===== src/rtl/mux_stream_n.sv =====
// mux_stream_n: N:1 streaming multiplexer with valid/ready handshakes.
// Selection is either driven by an external channel index (MODE=0) or by
// fair round-robin arbitration (MODE=1). The chosen beat is captured in a
// single output register together with the index of its source channel.
module mux_stream_n #(
  parameter  int NUM_CH = 8,
  parameter  int DATA_W = 8,
  parameter  int MODE   = 0,
  localparam int SEL_W  = $clog2(NUM_CH)
) (
  input  logic                     clk,
  input  logic                     rst,
  input  logic [NUM_CH*DATA_W-1:0] in_data,
  input  logic [NUM_CH-1:0]        in_valid,
  output logic [NUM_CH-1:0]        in_ready,
  input  logic [SEL_W-1:0]         sel,
  output logic [DATA_W-1:0]        out_data,
  output logic [SEL_W-1:0]         out_ch,
  output logic                     out_valid,
  input  logic                     out_ready
);

  logic                can_load;
  logic                accept;
  logic                gnt_any;
  logic [SEL_W-1:0]    gnt_idx;
  logic [NUM_CH-1:0]   grant;
  logic [DATA_W-1:0]   mux_data;
  logic [SEL_W-1:0]    rr_ptr;

  logic                found_hi;
  logic [SEL_W-1:0]    idx_hi;
  logic                found_lo;
  logic [SEL_W-1:0]    idx_lo;

  logic [DATA_W-1:0]   data_p0;
  logic [SEL_W-1:0]    ch_p0;
  logic                vld_p0;

  // Pointer advance after a grant to channel g; wraps at NUM_CH, which
  // matters when NUM_CH is not a power of two.
  function automatic logic [SEL_W-1:0] next_ptr(input logic [SEL_W-1:0] g);
    if (int'(g) == NUM_CH - 1) return '0;
    return g + SEL_W'(1);
  endfunction

  // Round-robin search: the lowest valid channel at or above rr_ptr wins,
  // otherwise the lowest valid channel overall (the wrap-around part).
  always_comb begin
    found_hi = 1'b0;
    idx_hi   = '0;
    found_lo = 1'b0;
    idx_lo   = '0;
    for (int i = NUM_CH - 1; i >= 0; i--) begin
      if (in_valid[i]) begin
        found_lo = 1'b1;
        idx_lo   = SEL_W'(i);
        if (i >= int'(rr_ptr)) begin
          found_hi = 1'b1;
          idx_hi   = SEL_W'(i);
        end
      end
    end
  end

  // Grant selection: one-hot or empty; an out-of-range sel grants nothing.
  always_comb begin
    gnt_any = 1'b0;
    gnt_idx = '0;
    if (MODE == 0) begin
      if (int'(sel) < NUM_CH) begin
        gnt_any = 1'b1;
        gnt_idx = sel;
      end
    end else begin
      gnt_any = found_lo;
      gnt_idx = found_hi ? idx_hi : idx_lo;
    end
    grant = '0;
    for (int i = 0; i < NUM_CH; i++) begin
      grant[i] = gnt_any && (int'(gnt_idx) == i);
    end
  end

  // Data mux driven by the one-hot grant.
  always_comb begin
    mux_data = '0;
    for (int i = 0; i < NUM_CH; i++) begin
      if (grant[i]) mux_data = in_data[i*DATA_W +: DATA_W];
    end
  end

  // Ready is offered to the granted channel even if it is not valid (MODE=0),
  // so producers never need in_valid to see ready.
  assign can_load = ~vld_p0 | out_ready;
  assign in_ready = grant & {NUM_CH{can_load & ~rst}};
  assign accept   = (|(grant & in_valid)) & can_load & ~rst;

  // ---- stage p0: output register (beat, source index, valid) ----
  // Loads on acceptance, empties when drained with nothing new arriving.
  always_ff @(posedge clk or posedge rst) begin
    if (rst) begin
      vld_p0  <= 1'b0;
      data_p0 <= '0;
      ch_p0   <= '0;
    end else if (accept) begin
      vld_p0  <= 1'b1;
      data_p0 <= mux_data;
      ch_p0   <= gnt_idx;
    end else if (out_ready) begin
      vld_p0  <= 1'b0;
    end
  end

  // Round-robin pointer moves just past the channel that was served.
  always_ff @(posedge clk or posedge rst) begin
    if (rst) begin
      rr_ptr <= '0;
    end else if (MODE == 1 && accept) begin
      rr_ptr <= next_ptr(gnt_idx);
    end
  end

  assign out_data  = data_p0;
  assign out_ch    = ch_p0;
  assign out_valid = vld_p0;

endmodule


===== config.mk =====
export PLATFORM = sky130hd
export DESIGN_NAME = mux_stream_n
export DESIGN_NICKNAME = d
export VERILOG_FILES = /design/src/rtl/mux_stream_n.sv
export SDC_FILE = /design/constraint.sdc
export NUM_CORES = 1
export LEC_CHECK = 0
export BUFFER_PORTS_ARGS = -buffer_cell sky130_fd_sc_hd__buf_2
export CORE_MARGIN = 2
export CORE_UTILIZATION = 40
export CTS_BUF_LIST = sky130_fd_sc_hd__clkbuf_16
export DETAILED_ROUTE_END_ITERATION = 16
export PLACE_DENSITY = 0.81
export SYNTH_ARGS = -nofsm -noshare
export SYNTH_HDL_FRONTEND = slang
export SYNTH_SLANG_ARGS = --single-unit

===== constraint.sdc =====
create_clock -name clk -period 2 [get_ports clk]
set_input_delay 0.4 -clock clk [delete_from_list [all_inputs] [get_ports clk]]
set_output_delay 0.4 -clock clk [all_outputs]
set_load 0.01 [all_outputs]

==> flow_summary.json, run 1 <==
{
  "cts_buffers": 3,
  "ys_seq_area_share_pct": 24.0,
  "clkLatencyLatePin_ps": 240,
  "wl_per_cell_microns": 13.4,
  "min_period_ps": 1730,
  "grt_use_total_pct": 19.5,
  "leakage_nw": 1.00,
  "grt_pass1_wl_microns": 5330,
  "nets": 312,
  "viasPerCell": 5.22,
  "clock_path_buffers": 2,
  "hold_buffers": 0,
  "ys.flop_type": "dfrtp_1",
  "yosysTopAreaCellShare_pct": 24.0,
  "area_growth_pct": 44.7,
  "fin_area_sq_mm": 0.00181,
  "ys_ff_latch": 12,
  "initial_utilization_pct": 41.7,
  "startpoint_type": "input pin",
  "cp-end-kind": "flop",
  "htreeDepth": 1,
  "timing.setup.tns_ps": 0,
  "overflow": 0,
  "gp_congestion": 0.859,
  "synth.most_common_cell": "mux2i_1",
  "timing.critical_path.cells": "buf_2, nor3b_1, a311o_1, a211oi_2, or2_4, mux2_1",
  "die-area_sq_mm": 0.00359,
  "cts_sinks": 12,
  "post_cts_buffers": 0,
  "syn_avg_cell_area_sq_um": 9.08,
  "rows": 20,
  "max_freq_ghz": 0.579,
  "root_buffer": "clkbuf_16",
  "drv_cap": 0,
  "synth_edf_count": 0,
  "min_path_type": "in2async",
  "syn-cell-area_sq_mm": 0.00125,
  "vdd_drop_max_uv": 387,
  "drc": 0,
  "grt_max_degree": 33,
  "synth_warnings": 0,
  "port_buffers": 97,
  "netlist_top_cells_area": "dfrtp_1 (24%), mux2i_1 (20%), mux2_4 (11%)",
  "detailedRoute.firstIterationViolations": 135,
  "grt_pass1_vias": 1219,
  "async_flop_share_pct": 100,
  "synth_commonest_cells": "mux2i_1 (25), nor2_1 (18), o21ai_0 (14)",
  "period_share_pct": 86.4,
  "final-setup-viol-count": 0,
  "cts_tree": "yes",
  "clk_pin_slew_ps": 40,
  "worst_pin_slew_ps": 336,
  "finalHoldViolCount": 0,
  "syn_nets": 216,
  "die_x_microns": 60.0,
  "yosysUniqueCellTypes": 34,
  "critPathMaxFanout": 11,
  "layout-drive-gt1-share_pct": 53.2,
  "slew-limit-headroom_pct": 77.5,
  "fin_skew_ps": 3.02,
  "antenna_cells": 0,
  "hpwl_microns": 2970,
  "syn_inst": 138,
  "synth_area_leader_cell": "dfrtp_1",
  "run_status": "completed",
  "ant_nets": 0,
  "worst_path_max_delay_cell": "a311o_1",
  "antenna_found_initial": 0,
  "totalWireLength_microns": 3560,
  "core_area_sq_mm": 0.00300,
  "dieHeight_microns": 60.0,
  "rsz0062_at_grt": "no",
  "arrival_ps": 1840,
  "ios": 98,
  "cts.repair.resized": 0,
  "drv_slew": 0,
  "via_count": 1389,
  "dr.pass1.iters": 4,
  "worstPathRequired_ps": 2110,
  "p_per_area_mw_per_mm2": 645,
  "setup.worst_path.class": "in2reg",
  "place_area_sq_mm": 0.00173,
  "critPathMaxStageDelay_ps": 340
}
==> power breakdown <==
| group | switching [mW] | internal, mW | total, mW |
|---|---|---|---|
| sequential | 0.0378 | 0.311 | 0.349 |
| combinational | 0.201 | 0.256 | 0.457 |
| clock | 0.0995 | 0.263 | 0.362 |
| total | 0.339 | 0.829 | 1.17 |
==> logic make-up after synthesis <==
kind of cell    Yosys count  synth area share [%]
compound gates           38                  17.8
simple gates             38                  16.8
mux                      35                  31.7
buf+inv                  15                  9.79
flops                    12                  24.0
==> through the flow <==
step | worst slack [ps] | total power, mW | utilization, % | hold slack, ps | instances
final | 273 | 1.17 | 60.3 | 205 | 266
after global routing | 174 | 1.24 | 60.3 | 219 | 266
after CTS | 244 | 1.18 | 60.3 | 210 | 266
after detailed placement | 5.01 | 0.809 | 57.7 | 456 | 262
after global placement | 95.0 | 0.806 | 57.7 | 447 | 262
after floorplan | 212 | 0.631 | - | 281 | 138
==> critical path: cells and delay by family <==
family,cells,cell delay [ps]
AO/OA/AOI/OAI,2,580
AND/OR/NAND/NOR,2,360
multiplexers,1,340
buffers and inverters,1,150
==> sequential cells by signal (all words and copies together), names as in the netlist <==
| register | cells |
|---|---|
| out_ch | 3 |
| out_data | 8 |
| out_valid | 1 |
==> path summary, 6_finish.rpt <==
path	from	to	slack (ps)	depth (start not counted)
min in group clk	rst	out_valid$_DFFE_PP0P_	380	2
max	sel[1]	out_data[4]$_DFFE_PP0P_	270	6
min	rst	out_data[3]$_DFFE_PP0P_	200	3
max in group asynchronous	rst	out_data[4]$_DFFE_PP0P_	1640	3
min reg2reg	out_data[4]$_DFFE_PP0P_	out_data[4]$_DFFE_PP0P_	490	1
max reg2reg	out_valid$_DFFE_PP0P_	out_data[4]$_DFFE_PP0P_	450	4
==> area by class of cell <==
type / instances / area, sq um
fillers: 266 / 1190
multi-input cells: 111 / 830
repair buffers: 105 / 558
flip-flops and latches: 12 / 300
clock buffers: 3 / 75.1
well taps: 33 / 41.3
clock inverters: 1 / 3.75
inverters: 1 / 3.75
==> per-layer routing <==
metal	up-vias	GRT usage [%]	wire, microns
met5	-	0	0
li1	693	-	-
met3	8	4.11	321
met4	0	6.67	62
met2	72	33.9	1740
met1	616	23.6	1430
==> cells in the final DEF, fill, tap and decap left out, drive strengths merged <==
cell type,synthesis,layout
buf,7,105
mux2i,25,25
nor2,18,18
o21ai,17,17
dfrtp,12,12
mux2,10,10
a21oi,9,9
o22ai,8,8
nand3,3,3
nor3,3,3
clkbuf,7,3
nand2b,2,2
nand2,2,2
nor3b,2,2
or2,2,2
nand3b,2,2
inv,1,1
or2b,1,1
a311o,1,1
o211ai,1,1
and4b,1,1
a211oi,1,1
o2bb2ai,1,1
nor4,1,1
nor4b,1,1
clkinv,0,1
Note: power is estimated with default switching activity, not from simulation.
==> run 2: changes to the inputs <==
Settings changed: BUFFER_PORTS_ARGS -buffer_cell sky130_fd_sc_hd__buf_2 to -buffer_cell sky130_fd_sc_hd__buf_4, CELL_PAD_IN_SITES_DETAIL_PLACEMENT from default to 1, CELL_PAD_IN_SITES_GLOBAL_PLACEMENT from default to 1, CORE_UTILIZATION 40 to 27.
==> run 2 against run 1 <==
Against the previous run: first-iteration DRC count down 72%; final cell count rose by 6.8%; register-to-register slack lost 70 ps; worst setup slack worse by 88 ps; via count increased by 1.0%; sequential share of layout area fell by 2.1 points; wire length is 26% higher; utilization fell by 13 points; maximum frequency shrank 4.8%; count of clock-buffer cells in the layout unchanged.
==> flow_summary.json, run 2 (synthesis gave the netlist of run 1 again) <==
{
  "final_common_cell": "buf_4",
  "min_path_type": "in2async",
  "path_buf_inv": 1,
  "rows": 24,
  "root_buffer": "clkbuf_16",
  "htreeDepth": 1,
  "port_buffers": 97,
  "fin_area_sq_mm": 0.00207,
  "run_status": "completed",
  "timing.setup.tns_ps": 0,
  "slew-limit-headroom_pct": 78.8,
  "drv_slew": 0,
  "layout-drive-gt1-share_pct": 53.4,
  "overflow": 0,
  "max_freq_ghz": 0.551,
  "startpoint": "out_valid$_DFFE_PP0P_",
  "worst_pin_slew_ps": 317,
  "detailedRoute.firstIterationViolations": 38,
  "r2r_start": "out_valid$_DFFE_PP0P_",
  "power_frac_seq_pct": 27.9,
  "rsz0062_at_grt": "no",
  "arrival_ps": 1410,
  "antenna_found_initial": 0,
  "pwr-share-comb_pct": 43.0,
  "worst_path_max_delay_cell": "dfrtp_1",
  "switchingPower_mw": 0.362,
  "cp_top_family": "simple AND/OR/NAND/NOR gates",
  "hold_buffers": 0,
  "dr.pass1.iters": 4,
  "clkLatencyLatePin_ps": 240,
  "setup.worst_path.class": "reg2out",
  "clock_path_buffers": 2,
  "gp_congestion": 0.816,
  "critPathMaxStageDelay_ps": 370,
  "fin_skew_ps": 3.52,
  "grt_max_degree": 29,
  "startpoint_type": "flop",
  "p_per_area_mw_per_mm2": 611,
  "viasPerCell": 4.94,
  "period_share_pct": 90.7,
  "timing.critical_path.cells": "or2b_2, nand2_1, nor4b_1, buf_4",
  "grt_use_total_pct": 16.8,
  "grt_pass1_wl_microns": 6870,
  "hpwl_microns": 3570,
  "clk_pin_slew_ps": 50,
  "worstPathRequired_ps": 1600,
  "via_count": 1403,
  "min_period_ps": 1810,
  "ant_nets": 0,
  "grt_pass1_vias": 1418,
  "nets": 312,
  "cts_sinks": 12,
  "final_cell_mix": "buf_4 (104), mux2i_1 (25), nor2_1 (18)",
  "totalWireLength_microns": 4480,
  "cts_tree": "yes",
  "cts.repair.resized": 0,
  "area_growth_pct": 65.6,
  "drv_cap": 0,
  "ios": 98,
  "antenna_cells": 0,
  "die-area_sq_mm": 0.00520,
  "final-setup-viol-count": 0,
  "internal-power_mw": 0.906,
  "critPathMaxFanout": 6,
  "wl_per_cell_microns": 15.8,
  "post_cts_buffers": 0,
  "largest_register_ffs": 8,
  "cts_buffers": 3,
  "die_x_microns": 72.1,
  "p_sw_share_pct": 28.5,
  "leakage_nw": 1.07,
  "drc": 0,
  "cp-end-kind": "primary output",
  "finalHoldViolCount": 0,
  "core_area_sq_mm": 0.00441,
  "vdd_drop_max_uv": 476,
  "place_area_sq_mm": 0.00200,
  "initial_utilization_pct": 28.4,
  "pwr-share-clk_pct": 29.1,
  "dieHeight_microns": 72.1
}
==> run 2: cell count changes in the layout (fill, tap and decap cells not counted), sizes merged <==
cell,previous run,this run
clkinv,1,0
==> run 2: power by group through the flow <==
stage	logic (mW)	registers, mW	clock network, mW
after floorplan	0.251	0.380	0
after global placement	0.537	0.359	0
after detailed placement	0.549	0.354	0
after CTS	0.551	0.355	0.373
after global routing	0.585	0.363	0.392
final	0.545	0.354	0.369
==> run 2: per-layer routing <==
metal	track usage [%]	vias to the layer above	wire length (microns)
li1	-	695	-
met1	21.1	650	1930
met2	29.1	56	2170
met3	4.17	2	358
met4	3.77	0	19
met5	0	-	0
==> run 2: final cells by class <==
cell class / count / area (sq um)
inverter: 1 / 3.75
tap: 52 / 65.1
multi-input combinational: 111 / 830
fill: 536 / 2340
timing repair buffer: 105 / 801
clock buffer: 3 / 75.1
sequential: 12 / 300
==> run 2: final timing paths <==
path | end | slack (ps) | cells past startpoint
setup / recovery | in_ready[2] | 190 | 4
hold / removal | out_valid$_DFFE_PP0P_ | 210 | 3
setup reg to reg | out_data[4]$_DFFE_PP0P_ | 380 | 4
hold reg to reg | out_ch[0]$_DFFE_PP0P_ | 510 | 1
max in group asynchronous | out_data[1]$_DFFE_PP0P_ | 1630 | 3
min in group clk | out_valid$_DFFE_PP0P_ | 390 | 2
==> run 2: stage by stage <==
stage / cells / hold WS (ps) / worst slack (ps) / power, mW / utilization [%]
6_report: 284 / 208 / 185 / 1.27 / 47.0
5_1_grt: 284 / 250 / 98.4 / 1.34 / 47.0
4_1_cts: 284 / 213 / 164 / 1.28 / 47.0
3_5_place_dp: 281 / 471 / 44.6 / 0.903 / 45.3
3_3_place_gp: 281 / 454 / 58.7 / 0.896 / 45.3
2_1_floorplan: 138 / 281 / 212 / 0.631 / -
==> run 2: worst min-delay path: stages <==
cell and delay [ps]:
buf_4 110, inv_1 80, buf_4 210
==> run 3: changes to the inputs <==
Settings changed: PLACE_DENSITY 0.81 to default, PLACE_DENSITY_LB_ADDON from default to 0.1.
==> run 3 against run 2 <==
Against the previous run: via count shrank 0.86%; flip-flop and latch count unchanged; final cell count up 0.35%; combinational power up 1%; die area did not move; total power fell by 0.11%; wire length up 3.6%; design area rose by 0.97%; global-route usage is 0.53 points higher; clock skew fell by 1.8 ps; non-clock buffer count up 1; sequential share of layout area is 0.14 points lower; largest power group unchanged; highest routed layer unchanged.
==> flow_summary.json, run 3 (synthesis gave the netlist of run 1 again) <==
{
  "ff_latch_area_sq_um": 300,
  "core_area_sq_mm": 0.00441,
  "r2r_start": "out_valid$_DFFE_PP0P_",
  "cp-end-kind": "primary output",
  "p_sw_share_pct": 28.2,
  "drv_slew": 0,
  "grt_pass1_wl_microns": 7090,
  "finalHoldViolCount": 0,
  "multiInputGateArea_sq_um": 830,
  "clock_path_buffers": 2,
  "r2r_cells": 4,
  "worst_pin_slew_ps": 307,
  "hold_buffers": 0,
  "dr.pass1.iters": 3,
  "run_status": "completed",
  "antenna_found_initial": 0,
  "antenna_cells": 0,
  "viasPerCell": 4.88,
  "via_count": 1391,
  "min_path_type": "in2async",
  "post_cts_buffers": 0,
  "dieHeight_microns": 72.1,
  "htreeDepth": 1,
  "die_x_microns": 72.1,
  "initial_utilization_pct": 28.4,
  "pwr-share-comb_pct": 43.5,
  "arrival_ps": 1390,
  "clk_pin_slew_ps": 40,
  "setup.worst_path.class": "reg2out",
  "dp_worst_setup_slack_ps": 7.21,
  "grt_use_total_pct": 17.3,
  "timing.setup.tns_ps": 0,
  "area_growth_pct": 67.2,
  "totalWireLength_microns": 4640,
  "vdd_drop_max_uv": 346,
  "power_frac_seq_pct": 28.1,
  "max_freq_ghz": 0.560,
  "cts_tree": "yes",
  "clkLatencyLatePin_ps": 240,
  "final_common_cell": "buf_4",
  "layout-drive-gt1-share_pct": 53.6,
  "final_cell_mix": "buf_4 (104), mux2i_1 (25), nor2_1 (18)",
  "port_buffers": 97,
  "drv_cap": 0,
  "hpwl_microns": 3790,
  "p_per_area_mw_per_mm2": 605,
  "ios": 98,
  "switchingPower_mw": 0.357,
  "n_fill_cell": 530,
  "detailedRoute.firstIterationViolations": 33,
  "layout_setup_ws_ps": 213,
  "pwr-share-clk_pct": 28.4,
  "slew-limit-headroom_pct": 79.5,
  "nets": 313,
  "r2r_setup_slack_ps": 410,
  "period_share_pct": 89.3,
  "overflow": 0,
  "cts.repair.resized": 0,
  "finalPower_mw": 1.27,
  "wl_per_cell_microns": 16.3,
  "critPathMaxFanout": 6,
  "ant_nets": 0,
  "die-area_sq_mm": 0.00520,
  "grt_max_degree": 23,
  "gp_congestion": 0.693,
  "grt_pass1_vias": 1456,
  "startpoint_type": "flop",
  "r2r-end": "out_data[4]$_DFFE_PP0P_",
  "largest_register_ffs": 8,
  "cts_sinks": 12,
  "fin_skew_ps": 1.75,
  "cts_buffers": 3,
  "drc": 0,
  "min_period_ps": 1790,
  "rsz0062_at_grt": "no",
  "final-setup-viol-count": 0,
  "whs_ps": 227,
  "worstPathRequired_ps": 1600,
  "root_buffer": "clkbuf_16",
  "internal-power_mw": 0.910,
  "leakage_nw": 1.08,
  "rows": 24
}
==> run 3: cell type report <==
class / count / share of cell area, %
sequential: 12 / 14.3
timing repair buffer: 106 / 39.2
multi-input combinational: 111 / 39.6
clock buffer: 3 / 3.58
tap: 52 / 3.11
inverter: 1 / 0.179
==> run 3: layer usage <==
metal / global-route usage, % / wire length (microns)
met5: 0 / 0
met4: 3.77 / 31
met3: 3.33 / 315
met2: 29.8 / 2280
met1: 22.6 / 2010
==> run 3: how the worst max path moves through the flow <==
stage / to / depth (start not counted) / slack (ps) / from
after detailed placement: out_data[0]$_DFFE_PP0P_ / 8 / 7 / sel[1]
after CTS: in_ready[2] / 4 / 220 / out_valid$_DFFE_PP0P_
final: in_ready[2] / 4 / 210 / out_valid$_DFFE_PP0P_
after global routing: in_ready[2] / 4 / 110 / out_valid$_DFFE_PP0P_
after global placement: out_data[4]$_DFFE_PP0P_ / 6 / 40 / in_valid[0]
after floorplan: out_ch[1]$_DFFE_PP0P_ / 7 / 210 / sel[2]
==> run 3: worst max-delay path: stages (launching register included) <==
cell and delay [ps]:
dfrtp_1 370, or2b_2 180, nand2_1 130, nor4b_1 280, buf_4 180
==> run 3: through the flow <==
stage                     util [%]  area, sq um  std cells
after CTS                     47.4         2090        285
after floorplan                  -         1250        138
after detailed placement      45.7         2020        282
after global placement        45.7         2020        282
after global routing          47.4         2090        285
final                         47.4         2090        285
==> run 3: power by group through the flow <==
stage                     sequential [mW]  combinational (mW)  clock [mW]
after global routing                0.365               0.591       0.375
after CTS                           0.357               0.560       0.367
after global placement              0.355               0.543           0
final                               0.356               0.551       0.360
after floorplan                     0.380               0.251           0
after detailed placement            0.355               0.559           0
